<file path="config.mk">
export PLATFORM = sky130hd
export DESIGN_NAME = tick_period_meter
export DESIGN_NICKNAME = d
export VERILOG_FILES = /design/src/rtl/tick_period_meter.sv
export SDC_FILE = /design/constraint.sdc
export NUM_CORES = 1
export LEC_CHECK = 0
export ABC_AREA = 1
export CAP_MARGIN = 0
export CORE_UTILIZATION = 54
export DETAILED_ROUTE_END_ITERATION = 10
export PLACE_DENSITY = 0.89
export SYNTH_ARGS = -nofsm -noshare
export SYNTH_HDL_FRONTEND = slang
export SYNTH_SLANG_ARGS = --single-unit
</file>
<file path="constraint.sdc">
create_clock -name clk -period 2 [get_ports clk]
set_input_delay 0.2 -clock clk [delete_from_list [all_inputs] [get_ports clk]]
set_output_delay 0.2 -clock clk [all_outputs]
set_load 0.05 [all_outputs]
</file>
<file path="src/rtl/tick_period_meter.sv">
// Tick period meter: counts clk cycles between rising edges of tick_in.
// Lock tracking is built only when TICK_PERIOD_METER_LOCK_EN is defined.
module tick_period_meter #(
  parameter int WIDTH = 8
) (
  input  logic             clk,
  input  logic             rst,
  input  logic             en,
  input  logic             tick_in,
  input  logic             ack,
  output logic [WIDTH-1:0] period,
  output logic             valid,
  output logic             ovf,
  output logic             lost,
  output logic             locked
);

  typedef enum logic {
    IDLE,
    MEASURE
  } state_e;

  localparam logic [WIDTH-1:0] CNT_MAX = '1;
  localparam logic [WIDTH-1:0] CNT_ONE = WIDTH'(1);

  state_e           state_q, state_d;
  logic             tick_q;
  logic             tick_edge;
  logic [WIDTH-1:0] cnt_q, cnt_d;
  logic             sat_q, sat_d;
  logic             capture;

  logic [WIDTH-1:0] period_q, period_d;
  logic             valid_q, valid_d;
  logic             ovf_q, ovf_d;
  logic             lost_q, lost_d;
  logic             locked_q, locked_d;
  logic             lock_new;

  logic             do_load;
  logic             do_drop;
  logic             do_clr;

  assign tick_edge = tick_in & ~tick_q;

  always_ff @(posedge clk) begin
    if (rst) begin
      tick_q <= 1'b0;
    end else begin
      tick_q <= tick_in;
    end
  end

  always_ff @(posedge clk) begin
    if (rst) begin
      state_q <= IDLE;
      cnt_q   <= '0;
      sat_q   <= 1'b0;
    end else begin
      state_q <= state_d;
      cnt_q   <= cnt_d;
      sat_q   <= sat_d;
    end
  end

  always_comb begin
    state_d = state_q;
    cnt_d   = cnt_q;
    sat_d   = sat_q;
    capture = 1'b0;
    unique case (state_q)
      IDLE: begin
        cnt_d = '0;
        sat_d = 1'b0;
        if (en && tick_edge) begin
          state_d = MEASURE;
          cnt_d   = CNT_ONE;
        end
      end
      MEASURE: begin
        if (!en) begin
          state_d = IDLE;
          cnt_d   = '0;
          sat_d   = 1'b0;
        end else if (tick_edge) begin
          capture = 1'b1;
          cnt_d   = CNT_ONE;
          sat_d   = 1'b0;
        end else if (cnt_q == CNT_MAX) begin
          sat_d = 1'b1;
        end else begin
          cnt_d = cnt_q + CNT_ONE;
        end
      end
    endcase
  end

`ifdef TICK_PERIOD_METER_LOCK_EN
  logic [WIDTH-1:0] prev_q;
  logic             prev_ok_q;
  logic             leave_meas;

  assign leave_meas = (state_q == MEASURE) & ~en;
  assign lock_new   = prev_ok_q & ~sat_q & (prev_q == cnt_q);

  // Dropped captures still train the lock history.
  always_ff @(posedge clk) begin
    if (rst) begin
      prev_q    <= '0;
      prev_ok_q <= 1'b0;
    end else if (capture) begin
      prev_q    <= cnt_q;
      prev_ok_q <= ~sat_q;
    end else if (leave_meas) begin
      prev_ok_q <= 1'b0;
    end
  end
`else
  assign lock_new = 1'b0;
`endif

  assign do_load = capture & (~valid_q | ack);
  assign do_drop = capture & valid_q & ~ack;
  assign do_clr  = ~capture & valid_q & ack;

  // cnt_q already sits at all-ones once sat_q is set.
  always_comb begin
    period_d = period_q;
    valid_d  = valid_q;
    ovf_d    = ovf_q;
    lost_d   = lost_q;
    locked_d = locked_q;
    unique case (1'b1)
      do_load: begin
        period_d = cnt_q;
        ovf_d    = sat_q;
        locked_d = lock_new;
        valid_d  = 1'b1;
        if (valid_q) begin
          lost_d = 1'b0;
        end
      end
      do_drop: begin
        lost_d = 1'b1;
      end
      do_clr: begin
        valid_d = 1'b0;
        lost_d  = 1'b0;
      end
      default: begin
      end
    endcase
  end

  always_ff @(posedge clk) begin
    if (rst) begin
      period_q <= '0;
      valid_q  <= 1'b0;
      ovf_q    <= 1'b0;
      lost_q   <= 1'b0;
      locked_q <= 1'b0;
    end else begin
      period_q <= period_d;
      valid_q  <= valid_d;
      ovf_q    <= ovf_d;
      lost_q   <= lost_d;
      locked_q <= locked_d;
    end
  end

  assign period = period_q;
  assign valid  = valid_q;
  assign ovf    = ovf_q;
  assign lost   = lost_q;
  assign locked = locked_q;

endmodule

</file>
# Yosys cells after proc, flatten, opt, wreduce, memory -nomap -nowiden
# Index checks and enable logic that the tools add are counted.
# W data, S select, Z words.
# classes
order_cmp	0
shifts	0
reduce_logical	4
n_mul	0
n_eq_ne	4
mux	18
n_bitwise	12
div	0
n_addsub	1
# ops
op	n
$mux W8	3
$pmux W8 S2	1
$mux W1	10
$add A8 B1 Y8 const B	1
$eq A8 B8 Y1 const B	1
$and A1 B1 Y1	6
$pmux W1 S2	3
$not A1 Y1	5
$ne A4 B2 Y1 const B	1
$ne A4 B4 Y1 const B	1
$pmux W1 S3	1
$reduce_bool A3 Y1	1
$ne A2 B2 Y1 const B	1
$reduce_and A2 Y1	1
$reduce_bool A2 Y1	1
$logic_and A1 B1 Y1	1
$or A1 B1 Y1	1
# totals
rom_bits	0
latchBits	0
memories	0
input_bits	5
out_inout_bits	12
wordCells	47
regBits	22
mem_bits_rw	0

# Longest topological paths before layout
# Gate-level depths: netlist of run 1.
# logic_depth
depth_word	10
ltp_mapped	7
depth_no_buf	7

# Least setup slack after synthesis of run 1
# Ideal clock, no wire load.
# synth_path
path_type	reg2reg
start	reg valid_q (netlist: valid)
end	reg period_q[0] (netlist: period[0])
required_ps	1868
setup_time_ps	132
slack_ps	556
stages_incl_launch_ff	6
n_path_buf	1
arrival_time_ps	1312
period_less_slack_ps	1444
cell_sequence	dfxtp_1 inv_1 or2_2 buf_2 nand4_1 a21oi_1
# synth_between
elab_chain_len	3
# synth_lines
element	line	rtl
start, declared	34	logic valid_q, valid_d;
start signal, assigned	164	valid_q <= valid_d;
$not A1 Y1	122	assign do_load = capture & (~valid_q | ack);
$or A1 B1 Y1	122	
$and A1 B1 Y1	122	
end signal, assigned	163	period_q <= period_d;
end, declared	33	logic [WIDTH-1:0] period_q, period_d;
# Every way passes these cells.
# A chain may end at the register's enable or synchronous reset.

# Worst setup path in the final report of run 1
# layout_path
start	reg valid_q (netlist: valid)
end	out valid
# layout_rtl
element	line	rtl
end, declared	12	output logic valid,
# No word-level cell between the ends.

==> results.sh, run 1 <==
export IMPL_status="finished clean"
export IMPL_start_util_pct=60.4
export IMPL_drc=0
export IMPL_required_ns=1.80
export IMPL_p_sw_share_pct=21.7
export IMPL_async_flop_share_pct=0
export IMPL_final_max_slew_violation_count=0
export IMPL_regArea_um2=440
export IMPL_finalSetupTns_ns=0
export IMPL_switchingPower_uw=145
export IMPL_max_freq_mhz=593
export IMPL_die_w_um=44.0
export IMPL_crit_family="buffers and inverters"
export IMPL_internal_power_uw=526
export IMPL_htree_levels=1
export IMPL_setup_ws_ns=0.313
export IMPL_path_cells="clkdlybuf4s50_1"
export IMPL_fin_crit_sh_pct=84.3
export IMPL_ant_nets=0
export IMPL_vdd_ir_drop_max_mv=0.429
export IMPL_first_global_vias=766
export IMPL_multiInputGateArea_um2=424
export IMPL_grt_overflow=0
export IMPL_synth_seq_cells=22
export IMPL_final_common_cell="nand2_1"
export IMPL_clk_pin_slew_worst_paths_ns=0.11
export IMPL_layout_nets=149
export IMPL_drt_wl_total_um=1800
export IMPL_fillers=129
export IMPL_netlist_area_leader_share_pct=46.3
export IMPL_cp_max_fo=3
export IMPL_netlist_area_um2=952
export IMPL_firstDrtPassIters=4
export IMPL_pwr_share_seq_pct=66.3
export IMPL_fin_cells=157
export IMPL_port_buffers=15
export IMPL_maxCapViolCount=0
export IMPL_final_cell_mix="nand2_1 (26), dfxtp_1 (22), a21oi_1 (17), clkdlybuf4s50_1 (15), inv_1 (14)"
export IMPL_antenna_found_initial=0
export IMPL_finalSetupViolations=0
export IMPL_synth_main_ff_cell="dfxtp_1"
export IMPL_ctsHoldBuffers=0
export IMPL_tightest_slew_ns=0.506
export IMPL_slowest_stage="clkdlybuf4s50_1"
export IMPL_period_minus_slack_ns=1.69
export IMPL_cts_buffer_depth=2
export IMPL_synth_cell_types=21
export IMPL_first_iter_violations=11
export IMPL_comb_power_share_pct=5.8
export IMPL_finalClockSkew_ns=0.00236
export IMPL_dieHeight_um=44.0
export IMPL_relSlewSlack_pct=66.1
export IMPL_worstHoldPathType="flop to flop"
export IMPL_syn_to_final_growth_pct=17.7
export IMPL_syn_nets=133
export IMPL_total_power_uw=671
export IMPL_gp_congestion=0.795
export IMPL_worst_setup_path_end_kind="output port"
export IMPL_path_buf_inv=1
export IMPL_grt_pass1_wl_um=3060
export IMPL_dp_hpwl_um=1430
export IMPL_cts_root_buf="clkbuf_4"
export IMPL_syn_avg_cell_area_um2=7.50
export IMPL_core_um2=1580
export IMPL_path_class="flop to output port"
export IMPL_clk_latency_ns=0.29
export IMPL_die_area_um2=1940
export IMPL_cts_setup_buffers=0
export IMPL_postSynthCellCount=127
export IMPL_p_per_area_nw_per_um2=598
export IMPL_synth_edf_count=0
export IMPL_worstPathArrival_ns=1.49
export IMPL_cpPeakStageDelay_ns=0.82
export IMPL_io_pins=17
export IMPL_pwr_share_clk_pct=27.9
export IMPL_cts_tree="built"
export IMPL_synth_area_leader_cell="dfxtp_1"
export IMPL_yosysWarnings=0
export IMPL_start_kind="flop"
export IMPL_ys_top_cells_by_area="dfxtp_1 (46%), nand2_1 (10%), a21oi_1 (8.9%), nand4_1 (5.9%), inv_1 (5.5%)"
export IMPL_hold_viol=0
export IMPL_postCtsResizedCells=0
export IMPL_via_count=833
export IMPL_routedWlPerCell_um=11.5
export IMPL_post_place_ws_ns=0.434
export IMPL_dp_cells=154
export IMPL_clkSinkCount=22
export IMPL_rsz0062_at_grt="no"
export IMPL_row_count=14
export IMPL_cts_buffers_inserted=3
export IMPL_drt_vias_per_instance=5.31
export IMPL_grtUsageTotal_pct=21.9
export IMPL_diodes=0
export IMPL_power_leakage_uw=0.000421
export IMPL_yosysSeqAreaShare_pct=46.3
export IMPL_grt_max_degree=14
export IMPL_drive_gt1_share_pct=9.93
-- through the flow --
stage / utilization (%) / cell area (um^2) / hold WS [ns]
after floorplan: - / 952 / 0.269
after global placement: 69.7 / 1100 / 0.438
after detailed placement: 69.7 / 1100 / 0.451
after CTS: 71.1 / 1120 / 0.461
after global routing: 71.1 / 1120 / 0.487
final: 71.1 / 1120 / 0.467
-- Yosys cell counts, types with 2 or more instances --
cell type and number:
nor2_1 10, nand3_1 6, o21ai_0 5, nand4_1 9, nand2_1 26, nor2_2 2
inv_1 14, a21oi_1 17, nand3_2 2, or2_2 2, buf_4 3, dfxtp_1 22
-- worst paths after layout --
| kind | start | endpoint | slack [ns] | cells past startpoint |
|---|---|---|---|---|
| worst max-delay path | valid | valid | 0.31 | 1 |
| worst min-delay path | sat_q | sat_q | 0.47 | 2 |
| worst min register to register | sat_q | sat_q | 0.47 | 2 |
| worst max register to register | cnt_q[0] | cnt_q[0] | 0.62 | 6 |
-- per-layer routing --
layer / part of all wire [%] / vias to the layer above / routed length (um) / track usage [%]
met2: 49 / 14 / 883 / 36.7
li1: - / 444 / - / -
met4: 2.2 / 0 / 40 / 12.7
met3: 1.8 / 4 / 33 / 2.50
met5: 0 / - / 0 / 0
met1: 47 / 371 / 843 / 27.2
-- worst min-delay path, cell delays in order (launching register included) --
cell,delay [ns]
dfxtp_1,0.33
inv_1,0.05
a21oi_1,0.05
-- layout make-up --
| type | count | area share (%) |
|---|---|---|
| Timing Repair Buffer | 16 | 14.1 |
| Inverter | 15 | 5.02 |
| Tap cell | 16 | 1.79 |
| Multi-Input combinational cell | 85 | 37.8 |
| Clock buffer | 3 | 2.01 |
| Sequential cell | 22 | 39.3 |
-- logic make-up after synthesis --
| logic type | Yosys count | synth area share (%) |
|---|---|---|
| and+or+nand+nor | 59 | 29.8 |
| AOI/OAI and AO/OA | 24 | 13.0 |
| DFF | 22 | 46.3 |
| buffers and inverters | 20 | 9.20 |
| adders and majority gates | 1 | 1.31 |
| other | 1 | 0.394 |
-- registers in the layout, indices dropped and copies added (netlist names) --
signal / flops
valid: 1
sat_q: 1
cnt_q: 8
lost: 1
tick_q: 1
period: 8
state_q: 1
ovf: 1
-- power by group through the flow --
stage | Combinational (uW) | Sequential [uW] | Clock, uW
global route | 42.8 | 445 | 217
floorplan | 27.1 | 455 | 0
CTS | 38.9 | 445 | 197
global placement | 37.7 | 454 | 0
detailed placement | 38.8 | 455 | 0
finish | 38.8 | 445 | 187
Power figures use the tool's default switching activity.
==> inputs of run 2 (changes only) <==
--- a/config.mk
+++ b/config.mk
@@ -7,9 +7,9 @@
 export LEC_CHECK = 0
 export ABC_AREA = 1
 export CAP_MARGIN = 0
-export CORE_UTILIZATION = 54
+export CORE_UTILIZATION = 45
 export DETAILED_ROUTE_END_ITERATION = 10
-export PLACE_DENSITY = 0.89
+export PLACE_DENSITY = 0.8
 export SYNTH_ARGS = -nofsm -noshare
 export SYNTH_HDL_FRONTEND = slang
 export SYNTH_SLANG_ARGS = --single-unit
==> constraint.sdc (replaced) <==
create_clock -name clk -period 1.4 [get_ports clk]
set_input_delay 0.14 -clock clk [delete_from_list [all_inputs] [get_ports clk]]
set_output_delay 0.14 -clock clk [all_outputs]
set_load 0.05 [all_outputs]
==> results.sh, run 2 (synthesis gave the netlist of run 1 again) <==
export IMPL_htree_levels=1
export IMPL_place_area_um2=1120
export IMPL_first_iter_violations=18
export IMPL_crit_family="simple AND/OR/NAND/NOR gates"
export IMPL_antenna_found_initial=0
export IMPL_final_cell_mix="nand2_1 (26), dfxtp_1 (20), a21oi_1 (17), buf_4 (16), inv_1 (14)"
export IMPL_final_common_cell="nand2_1"
export IMPL_fin_cells=173
export IMPL_clk_pin_slew_worst_paths_ns=0.12
export IMPL_max_freq_mhz=769
export IMPL_period_minus_slack_ns=1.30
export IMPL_port_buffers=15
export IMPL_core_um2=1980
export IMPL_finalSetupViolations=0
export IMPL_gp_congestion=0.882
export IMPL_diodes=0
export IMPL_worst_setup_path_end_kind="flop"
export IMPL_path_class="flop to flop"
export IMPL_die_w_um=48
export IMPL_dieHeight_um=48
export IMPL_maxCapViolCount=0
export IMPL_drt_vias_per_instance=5.12
export IMPL_drive_gt1_share_pct=21.9
export IMPL_design_area_um2=1160
export IMPL_power_leakage_uw=0.000473
export IMPL_clkSinkCount=22
export IMPL_vdd_ir_drop_max_mv=0.417
export IMPL_ant_nets=0
export IMPL_first_global_vias=747
export IMPL_grt_max_degree=13
export IMPL_grtUsageTotal_pct=18.9
export IMPL_worst_path_most_repeated_cell="nand2_1"
export IMPL_pwr_share_seq_pct=60.8
export IMPL_layout_nets=153
export IMPL_finalSetupTns_ns=0
export IMPL_switchingPower_uw=228
export IMPL_ctsHoldBuffers=0
export IMPL_start_util_pct=48.0
export IMPL_hold_viol=0
export IMPL_pwr_share_clk_pct=33.1
export IMPL_cts_buffer_depth=2
export IMPL_worstPathArrival_ns=1.50
export IMPL_dp_cells=169
export IMPL_status="finished clean"
export IMPL_finalClockSkew_ns=0.00152
export IMPL_path_buf_inv=0
export IMPL_grt_overflow=0
export IMPL_holdWs_ns=0.425
export IMPL_internal_power_uw=814
export IMPL_start_kind="flop"
export IMPL_cts_tree="built"
export IMPL_grt_pass1_wl_um=3130
export IMPL_row_count=16
export IMPL_via_count=886
export IMPL_rsz0062_at_grt="no"
export IMPL_p_per_area_nw_per_um2=900
export IMPL_cp_max_fo=5
export IMPL_final_max_slew_violation_count=0
export IMPL_cts_buffers_inserted=3
export IMPL_drc=0
export IMPL_firstDrtPassIters=4
export IMPL_clk_latency_ns=0.30
export IMPL_dp_hpwl_um=1470
export IMPL_p_sw_share_pct=21.9
export IMPL_routedWlPerCell_um=11.3
export IMPL_drt_wl_total_um=1960
export IMPL_fin_crit_sh_pct=92.8
export IMPL_worstHoldPathType="input pin to flop"
export IMPL_io_pins=17
export IMPL_utilization_pct=58.5
export IMPL_cpPeakStageDelay_ns=0.38
export IMPL_die_area_um2=2300
export IMPL_comb_power_share_pct=6.1
export IMPL_required_ns=1.60
export IMPL_slowest_stage="dfxtp_2"
export IMPL_cts_root_buf="clkbuf_4"
export IMPL_syn_to_final_growth_pct=21.7
export IMPL_path_cells="ha_1 > nand2_1 > nor2_4 > nand2_1 > o21ai_0 > nor2_1"
==> run 2: cell count changes in the layout (fill, tap and decap cells not counted) <==
cell and delta:
clkbuf_8 +1, dfxtp_1 -2, buf_4 +15, nor2_2 -1, dfxtp_2 +2, nor2_4 +1, clkdlybuf4s50_1 -11
==> run 2: metrics by stage <==
step                      setup slack [ns]  power, uW
after floorplan                      0.129        689
after global placement              0.0229        709
after detailed placement           -0.0346        711
after CTS                           0.0457       1050
after global routing                0.0187       1090
final                                0.100       1040
==> run 2: per-layer routing <==
| metal | vias up | global-route usage [%] | routed length [um] |
|---|---|---|---|
| met5 | - | 0 | 0 |
| met4 | 0 | 5.00 | 12 |
| met3 | 2 | 2.26 | 53 |
| met2 | 18 | 31.1 | 1010 |
| met1 | 414 | 26.1 | 889 |
| li1 | 452 | - | - |
==> run 2: cell type report <==
| class | instances | area [um^2] |
|---|---|---|
| fillers | 195 | 823 |
| flip-flops and latches | 22 | 443 |
| multi-input cells | 85 | 429 |
| repair buffers | 20 | 160 |
| inverters | 15 | 56.3 |
| clock buffers | 4 | 36.3 |
| well taps | 27 | 33.8 |
==> run 2: worst paths after layout <==
check,depth (start not counted),start,slack [ns],endpoint
min,2,ack,0.43,lost
min reg2reg,1,valid,0.45,lost
max,6,cnt_q[1],0.10,cnt_q[1]
max reg2reg,6,cnt_q[1],0.10,cnt_q[1]
==> run 2: timing repair <==
item                       CTS  global route
setup buffers                0             0
setup endpoints to repair    0             3
resized for setup            0             2
==> run 2: power groups by stage <==
stage | clock network [uW] | logic, uW | registers [uW]
floorplan | 0 | 38.7 | 650
global placement | 0 | 60.9 | 648
detailed placement | 0 | 62.9 | 648
CTS | 352 | 63.2 | 634
global route | 382 | 71.0 | 635
finish | 345 | 63.6 | 634
==> run 2: worst reg2reg max path, delay by kind of cell (launching register included) <==
family | cells | cell delay, ns
flops | 1 | 0.38
compound gates | 1 | 0.19
simple gates | 4 | 0.47
fa+ha+maj | 1 | 0.17
==> inputs of run 3 (changes only) <==
--- a/config.mk
+++ b/config.mk
@@ -7,9 +7,9 @@
 export LEC_CHECK = 0
 export ABC_AREA = 1
 export CAP_MARGIN = 0
-export CORE_UTILIZATION = 45
+export CORE_UTILIZATION = 40
 export DETAILED_ROUTE_END_ITERATION = 10
-export PLACE_DENSITY = 0.8
+export PLACE_DENSITY = 0.73
 export SYNTH_ARGS = -nofsm -noshare
 export SYNTH_HDL_FRONTEND = slang
 export SYNTH_SLANG_ARGS = --single-unit
==> results.sh, run 3 (synthesis gave the netlist of run 1 again) <==
export IMPL_status="finished clean"
export IMPL_hold_viol=0
export IMPL_diodes=0
export IMPL_grt_overflow=0
export IMPL_firstDrtPassIters=4
export IMPL_htree_levels=1
export IMPL_worst_setup_path_end_kind="flop"
export IMPL_grtUsageTotal_pct=17.6
export IMPL_dieHeight_um=50.8
export IMPL_drc=0
export IMPL_dp_cells=173
export IMPL_row_count=17
export IMPL_path_class="flop to flop"
export IMPL_design_area_um2=1190
export IMPL_antenna_found_initial=0
export IMPL_fin_cells=177
export IMPL_start_kind="flop"
export IMPL_clkSinkCount=22
export IMPL_power_leakage_uw=0.000488
export IMPL_maxCapViolCount=0
export IMPL_gp_congestion=0.857
export IMPL_die_area_um2=2580
export IMPL_final_common_cell="nand2_1"
export IMPL_layout_nets=156
export IMPL_clk_latency_ns=0.31
export IMPL_required_ns=1.62
export IMPL_cts_tree="built"
export IMPL_worstPathArrival_ns=1.51
export IMPL_cts_buffer_depth=2
export IMPL_drive_gt1_share_pct=22.8
export IMPL_grt_max_degree=13
export IMPL_ant_nets=0
export IMPL_drt_vias_per_instance=4.99
export IMPL_syn_to_final_growth_pct=25.4
export IMPL_drt_wl_total_um=1950
export IMPL_io_pins=17
export IMPL_cp_max_fo=5
export IMPL_start_util_pct=42.6
export IMPL_via_count=883
export IMPL_clk_pin_slew_worst_paths_ns=0.12
export IMPL_finalSetupViolations=0
export IMPL_final_max_slew_violation_count=0
export IMPL_worstHoldPathType="input pin to flop"
export IMPL_routedWlPerCell_um=11.0
export IMPL_ctsHoldBuffers=0
export IMPL_dp_hpwl_um=1510
export IMPL_max_freq_mhz=773
export IMPL_finalClockSkew_ns=0.00107
export IMPL_vdd_ir_drop_max_mv=0.604
export IMPL_period_minus_slack_ns=1.29
export IMPL_final_cell_mix="nand2_1 (26), dfxtp_1 (21), buf_4 (18), a21oi_1 (17), inv_1 (14)"
export IMPL_total_power_uw=1050
export IMPL_core_um2=2230
export IMPL_die_w_um=50.8
export IMPL_fin_crit_sh_pct=92.4
export IMPL_p_per_area_nw_per_um2=883
export IMPL_port_buffers=15
export IMPL_place_area_um2=1150
export IMPL_first_global_vias=761
export IMPL_grt_pass1_wl_um=3290
export IMPL_cts_buffers_inserted=3
export IMPL_first_iter_violations=28
export IMPL_cts_root_buf="clkbuf_4"
[run 3: cell types whose count changed in the layout (fill, tap and decap cells not counted), sizes merged]
cell  previous run  this run
buf             16        19
[run 3: final timing paths]
check / from / to / slack, ns / cells after the start
max: cnt_q[1] / cnt_q[0] / 0.11 / 6
max reg2reg: cnt_q[1] / cnt_q[0] / 0.11 / 6
min: ack / lost / 0.41 / 2
min reg2reg: valid / lost / 0.44 / 1
[run 3: through the flow]
stage	worst slack, ns	TNS, ns	hold slack (ns)	util, %
2_1_floorplan	0.129	0	0.202	-
3_3_place_gp	0.0106	0	0.421	51.6
6_report	0.107	0	0.409	53.4
3_5_place_dp	-0.0320	-0.162	0.424	51.6
5_1_grt	-0.0138	-0.0138	0.423	53.4
4_1_cts	0.0763	0	0.399	53.2
[run 3: power by group]
part           internal (uW)  switching, uW  total [uW]
logic                   27.7           39.9        67.7
clock network            159            193         352
registers                631           2.99         634
[run 3: worst max-delay path, cell delays in order (launching register included)]
cell and delay, ns:
dfxtp_1 0.41, ha_1 0.18, nand2_1 0.10, nor2_4 0.15
nand3_2 0.14, o21ai_0 0.17, nor2_1 0.06
[run 3: final cells by class]
class	instances	area (um^2)
Tap cell	28	35.0
Fill cell	206	1040
Sequential cell	22	442
Timing Repair Buffer	23	195
Inverter	15	56.3
Clock buffer	4	36.3
Multi-Input combinational cell	85	429
[run 3: repair_timing]
item                       CTS  global route
setup endpoints to repair    0             1
gates resized for setup      0             1
setup buffers                0             0
hold endpoints to repair     0             0
[run 3: routing by layer]
metal	part of all wire, %	wire length [um]	global-route usage, %	up-vias
li1	-	-	-	460
met1	46	896	21.6	397
met2	48	933	27.3	22
met3	4.3	84	6.36	4
met4	1.6	31	7.87	0
met5	0	0	0	-
